$ cat config.mk
export PLATFORM = sky130hd
export DESIGN_NAME = dmem_access_unit
export DESIGN_NICKNAME = d
export VERILOG_FILES = /design/src/rtl/dmem_access_unit.sv
export SDC_FILE = /design/constraint.sdc
export NUM_CORES = 1
export LEC_CHECK = 0
export ABC_CLOCK_PERIOD_IN_PS = 4050
export CAP_MARGIN = 30
export CORE_MARGIN = 1
export CORE_UTILIZATION = 43
export CTS_CLUSTER_DIAMETER = 40
export CTS_CLUSTER_SIZE = 24
export DETAILED_ROUTE_END_ITERATION = 12
export GPL_TIMING_DRIVEN = 1
export HOLD_SLACK_MARGIN = 0.1
export PLACE_DENSITY = 0.81
export SLEW_MARGIN = 10
export SYNTH_ARGS = -nofsm -noshare
export SYNTH_HDL_FRONTEND = slang
export SYNTH_SLANG_ARGS = --single-unit
$ cat constraint.sdc
create_clock -name clk -period 4.05 [get_ports clk]
set_input_delay 1.0125 -clock clk [delete_from_list [all_inputs] [get_ports clk]]
set_output_delay 1.0125 -clock clk [all_outputs]
set_load 0.05 [all_outputs]
$ cat src/rtl/dmem_access_unit.sv
// Data-memory access unit: turns CPU load/store burst requests into
// single-word accesses on the data memory port, one word at a time.
module dmem_access_unit #(
  parameter int DEPTH = 256,
  parameter int LEN_W = 4
) (
  input  logic             clk,
  input  logic             rst,
  input  logic             req_valid,
  output logic             req_ready,
  input  logic             req_store,
  input  logic [31:0]      req_addr,
  input  logic [LEN_W-1:0] req_len,
  input  logic             wr_valid,
  output logic             wr_ready,
  input  logic [31:0]      wr_data,
  output logic             rd_valid,
  input  logic             rd_ready,
  output logic [31:0]      rd_data,
  output logic             done,
  output logic             err,
  output logic [31:0]      mem_addr,
  output logic             mem_mode,
  output logic             mem_write_en,
  output logic [31:0]      mem_write_data,
  input  logic [31:0]      mem_rdata
);

  typedef enum logic [2:0] {IDLE, LOAD, RESP, STORE, DONE} state_t;

  state_t           state, state_nx;
  logic [31:0]      base_q;
  logic [LEN_W-1:0] len_q, cnt_q;
  logic             err_q;

  // Range check is done 33 bits wide so a base near 2^32 cannot wrap into range.
  logic [32:0] end_addr;
  logic        bad_req;
  logic        last;

  assign end_addr = {1'b0, req_addr} + 33'(req_len);
  assign bad_req  = (req_len == '0) || (end_addr > 33'(DEPTH));
  assign last     = (cnt_q == len_q - LEN_W'(1));
  assign mem_addr = base_q + 32'(cnt_q);

  // State register plus burst bookkeeping and the registered load response.
  always_ff @(posedge clk or posedge rst) begin
    if (rst) begin
      state    <= IDLE;
      base_q   <= '0;
      len_q    <= '0;
      cnt_q    <= '0;
      err_q    <= 1'b0;
      rd_valid <= 1'b0;
      rd_data  <= '0;
    end else begin
      state <= state_nx;
      case (state)
        IDLE: if (req_valid) begin
          base_q <= req_addr;
          len_q  <= req_len;
          cnt_q  <= '0;
          err_q  <= bad_req;
        end
        LOAD: begin
          rd_data  <= mem_rdata;
          rd_valid <= 1'b1;
        end
        RESP: if (rd_ready) begin
          rd_valid <= 1'b0;
          if (!last) cnt_q <= cnt_q + LEN_W'(1);
        end
        STORE: if (wr_valid && !last) cnt_q <= cnt_q + LEN_W'(1);
        default: ;
      endcase
    end
  end

  // Next state and memory-port/handshake outputs; defaults keep the memory in read mode.
  always_comb begin
    state_nx       = state;
    req_ready      = 1'b0;
    wr_ready       = 1'b0;
    mem_mode       = 1'b1;
    mem_write_en   = 1'b0;
    mem_write_data = '0;
    done           = 1'b0;
    err            = 1'b0;
    case (state)
      IDLE: begin
        req_ready = !rst;
        if (req_valid) begin
          if (bad_req)        state_nx = DONE;
          else if (req_store) state_nx = STORE;
          else                state_nx = LOAD;
        end
      end
      LOAD: state_nx = RESP;
      RESP: if (rd_ready) state_nx = last ? DONE : LOAD;
      STORE: begin
        wr_ready       = 1'b1;
        mem_mode       = 1'b0;
        mem_write_data = wr_data;
        // Write strobe follows wr_valid directly so the word lands on the handshake edge.
        mem_write_en   = wr_valid;
        if (wr_valid && last) state_nx = DONE;
      end
      DONE: begin
        done     = 1'b1;
        err      = err_q;
        state_nx = IDLE;
      end
      default: state_nx = IDLE;
    endcase
  end

endmodule

Yosys cells after proc, flatten, opt, wreduce, memory -nomap -nowiden
Cells that the tools add are included.
{ "word_totals": {"out_inout_bits": 103, "word_cells": 56, "in_bits": 106, "register_bits": 77} }
{ "op_classes": {"n_eq_ne": 10, "n_mux": 21, "magnitude_cmp": 1, "add_sub_neg": 4, "reduce_logical": 13} }
{ "ops": {"columns": ["cell", "count"], "rows": [
  ["32-bit by 4-bit adder with 33-bit output", 1],
  ["33-bit by 9-bit > comparator with 1-bit output, second input constant", 1],
  ["32-bit by 4-bit adder with 32-bit output", 1],
  ["32-bit 2-to-1 mux", 1],
  ["4-bit 2-to-1 mux", 4],
  ["3-bit 2-to-1 mux", 5],
  ["3-bit case mux with 4 select lines", 1],
  ["4-bit case mux with 3 select lines", 1],
  ["2-bit != test, second input constant", 5],
  ["1-bit 2-to-1 mux", 7],
  ["3-bit by 2-bit equality test with 1-bit output, second input constant", 2],
  ["5-bit AND reduction", 1],
  ["4-bit by 1-bit adder with 4-bit output, second input constant", 1],
  ["4-bit equality test", 1],
  ["4-bit logical NOT", 1],
  ["2-bit AND reduction", 2],
  ["4-bit by 1-bit subtractor with 4-bit output, second input constant", 1],
  ["3-bit by 1-bit equality test with 1-bit output, second input constant", 1],
  ["3-bit equality test, second input constant", 1],
  ["3-bit logical NOT", 1],
  ["3-bit AND reduction", 1],
  ["3-bit nonzero test", 1],
  ["1-bit logical AND", 2],
  ["1-bit logical NOT", 2],
  ["4 further kinds", 4]
]} }

Longest topological paths before layout
{ "logic_depth": {"depth_word": 6, "mapped_depth": 10, "mapped_depth_nobuf": 10} }

Least setup slack after synthesis
OpenSTA, ideal clock, no wires.
{ "synth_path": {"path_kind": "register -> output", "startpoint": "register cnt_q[0]", "endpoint": "output mem_addr[26]", "path_stages_with_launch": 11, "t_arrival_ps": 2853, "required_time_ps": 3038, "setup_slack_ps": 184, "n_path_buf": 0, "cell_sequence": "dfrtp_1 -> ha_1 -> inv_1 -> fa_1 -> inv_1 -> a21oi_1 -> o21bai_1 -> and3_1 -> and3_1 -> nand3_1 -> xnor2_1"} }
{ "synth_between": {"elab_chain_cells": 1} }
{ "synth_lines": {"columns": ["item", "line_no", "source"], "rows": [
  ["start: declaration", "33", "logic [LEN_W-1:0] len_q, cnt_q;"],
  ["start signal: assignment", "71", "if (!last) cnt_q <= cnt_q + LEN_W'(1);"],
  ["start signal: assignment", "73", "STORE: if (wr_valid && !last) cnt_q <= cnt_q + LEN_W'(1);"],
  ["32-bit by 4-bit adder with 32-bit output", "44", "assign mem_addr = base_q + 32'(cnt_q);"],
  ["end: declaration", "22", "output logic [31:0] mem_addr,"]
]} }
No other way between the ends.

Final worst setup path
{ "layout_path": {"startpoint": "register cnt_q[1]", "endpoint": "output mem_addr[7]"} }
Same word-level chain as after synthesis.

==> flow_summary.json <==
{
  "outcome": "finished clean",
  "powerDensity_nw_per_um2": 312,
  "cts_setup_buffers": 0,
  "drive_gt1_share_pct": 13.6,
  "async_reset_ff_share_pct": 100,
  "cts_buffer_depth": 2,
  "clkSinkCount": 77,
  "rsz0062_at_grt": "no",
  "grt_util_all_layers_pct": 23.4,
  "die_w_um": 108,
  "min-delay-start": "rd_data[28]",
  "startpoint_type": "flop",
  "synth_seq_cells": 77,
  "worstPathRequired_ns": 3.04,
  "internal-power_mw": 1.58,
  "rr_worst_depth": 8,
  "combPwrFrac_pct": 26.5,
  "whs_path_depth": 1,
  "synth_area_leaders": "dfrtp_1, nand2_1, mux2_2, and3_1, xnor2_1",
  "drt-pass1-iter-count": 6,
  "cts_resized": 0,
  "slowest_delay_ns": 0.85,
  "fin_skew_ns": 0.00511,
  "detail_route.wl_per_cell_um": 16.2,
  "pwr-share-clk_pct": 35.9,
  "drv_cap": 0,
  "htree_levels": 3,
  "synth-edff-count": 0,
  "dpl-instance-area_um2": 7100,
  "drtIter0Drc": 321,
  "grtUsageMet3_pct": 2.17,
  "vias_per_cell": 5.43,
  "max_freq_mhz": 259,
  "areaGrowthSynthToFinish_pct": 53.3,
  "hold_class": "flop to flop",
  "synth_ff_type": "dfrtp_1",
  "drc": 0,
  "cp-end-kind": "primary output",
  "synth_top_area_share_pct": 39.6,
  "cts-root-buf": "clkbuf_16",
  "fin_nets": 858,
  "grt_pass1_vias": 4304,
  "r2r-start": "len_q[0]",
  "start_util_pct": 44.5,
  "core-area_um2": 10900,
  "grt_use_met2_pct": 43.2,
  "post-route-period-util_pct": 95.5,
  "setup_viol": 0,
  "drv_slew": 0,
  "place_congestion": 0.933,
  "crit_path_start": "cnt_q[1]",
  "die_y_um": 108,
  "p_sw_share_pct": 32.2,
  "ys_types": 60,
  "ir_drop_uv": 207,
  "min_to": "rd_data[28]",
  "ant_nets": 0,
  "drt_wl_total_mm": 14.4,
  "clk_pin_slew_ns": 0.06,
  "grt_overflow": 0,
  "crit_fanout": 6,
  "clkLatencyLatePin_ns": 0.33,
  "switchingPower_uw": 748,
  "power_leakage_nw": 3.39,
  "finalCriticalPeriod_ns": 3.87,
  "seq_power_share_pct": 37.7,
  "tns_ns": 0,
  "hold_viol_final": 0,
  "io_buffers": 208,
  "max-slew-margin-rel_pct": 52.2,
  "die-area_um2": 11700,
  "syn_nets": 657,
  "cts_tree": "done",
  "crit_chain": "ha_1 -> a21o_1 -> a21oi_1 -> o21bai_1 -> buf_4 -> nand2_1 -> xnor2_1 -> clkdlybuf4s50_1",
  "syn_inst": 539,
  "cts_buffers": 9,
  "synth.avg_cell_area_um2": 9.02,
  "r2r-end": "cnt_q[3]",
  "yosysSeqAreaShare_pct": 39.6,
  "netlist_area_um2": 4860,
  "grt_pass1_wl_mm": 21.4,
  "tightest_slew_ns": 0.710,
  "ctsHoldBuffers": 0,
  "met1_usage_pct": 28.5,
  "reg2reg_setup_slack_ns": 1.68,
  "final_core_utilization_pct": 68.2,
  "place_hpwl_mm": 11.3,
  "antenna-diode-count": 0,
  "antenna_found_initial": 0,
  "arrival_ns": 2.86,
  "ys.warnings.count": 0,
  "grt_max_degree": 47,
  "num_rows": 38,
  "final_area_um2": 7460,
  "pin_count": 209,
  "path_class": "flop to primary output",
  "busiest_layer": "met2",
  "vias": 4807,
  "slowest_stage": "clkdlybuf4s50_1",
  "synth_area_leader_cell": "dfrtp_1"
}
-- through the flow --
step	worst slack, ns	cells	hold WS (ns)	power [mW]
after floorplan	0.184	539	0.452	1.21
after global placement	0.0588	868	0.483	1.48
after detailed placement	-0.0323	868	0.490	1.50
after CTS	0.102	884	0.508	2.33
after global routing	0.0316	885	0.523	2.42
final	0.182	885	0.505	2.32
-- registers in the layout, indices dropped and copies added, names as in the netlist --
signal and cells:
err_q 1, state 3, cnt_q 4, rd_data 32
rd_valid 1, base_q 32, len_q 4
-- critical path, delay by kind of cell, from the launching register on --
kind,cells,cell delay [ns]
AND/OR/NAND/NOR,1,0.10
flip-flops,1,0.45
AO/OA/AOI/OAI,3,0.48
XOR/XNOR,1,0.17
buffers and inverters,2,1.01
adder cells (fa/ha/maj),1,0.30
-- cells by family (layout without fill, tap and decap cells) --
| logic type | Yosys count | count (layout) | share of synthesized area [%] |
|---|---|---|---|
| compound gates | 66 | 66 | 9.52 |
| xor+xnor | 42 | 42 | 7.56 |
| fa+ha+maj | 12 | 12 | 3.40 |
| buf+inv | 45 | 251 | 3.68 |
| flops | 77 | 77 | 39.6 |
| mux | 34 | 34 | 7.85 |
| simple gates | 263 | 263 | 28.4 |
-- routing by layer --
metal / vias up / wire, um
met5: - / 0
met4: 0 / 270
met3: 21 / 762
met2: 176 / 7520
met1: 2307 / 5820
li1: 2303 / -
-- power groups by stage --
| stage | Sequential (mW) | Combinational [mW] | Clock, mW |
|---|---|---|---|
| after floorplan | 0.869 | 0.346 | 0 |
| after global placement | 0.881 | 0.603 | 0 |
| after detailed placement | 0.886 | 0.612 | 0 |
| after CTS | 0.871 | 0.614 | 0.848 |
| after global routing | 0.880 | 0.652 | 0.884 |
| final | 0.875 | 0.615 | 0.834 |
-- synth_stat cells, drive strengths merged (3+ instances only) --
master / number
mux2: 33
dfrtp: 77
nor4: 7
o211ai: 3
clkbuf: 21
nor3: 11
o21bai: 4
xor2: 10
nand3: 26
and3: 46
o21ai: 18
buf: 6
nor2: 13
ha: 10
and4: 9
nor2b: 4
xnor2: 32
a21oi: 11
a211oi: 4
nand2: 114
or3: 4
o31a: 3
and2: 5
nand4: 13
a31oi: 3
inv: 18
o31ai: 5
-- worst max-delay path by stage --
stage | to | depth (start not counted)
floorplan | mem_addr[26] | 10
global placement | state[2] | 10
detailed placement | err_q | 10
CTS | mem_addr[26] | 11
global route | mem_addr[28] | 11
finish | mem_addr[7] | 8
-- cell type report --
class | instances | area, um2
clock inverters | 7 | 91.3
flip-flops and latches | 77 | 1930
clock buffers | 9 | 225
well taps | 140 | 175
multi-input cells | 417 | 2780
repair buffers | 217 | 2190
inverters | 18 | 67.6
fillers | 852 | 3480
-- cell usage in the layout, fill, tap and decap left out, drive strengths merged, types with 5 or more instances in the layout --
cell	n
nor2	13
and4	9
ha	10
o21ai	18
nand4	13
xor2	10
nand2	114
clkdlybuf4s50	185
buf	32
and3	46
dfrtp	77
inv	21
and2	5
mux2	33
o31ai	5
xnor2	32
nand3	26
clkbuf	9
nor4	7
nor3	11
a21oi	11
No activity file was read; power rests on OpenSTA's default activity.
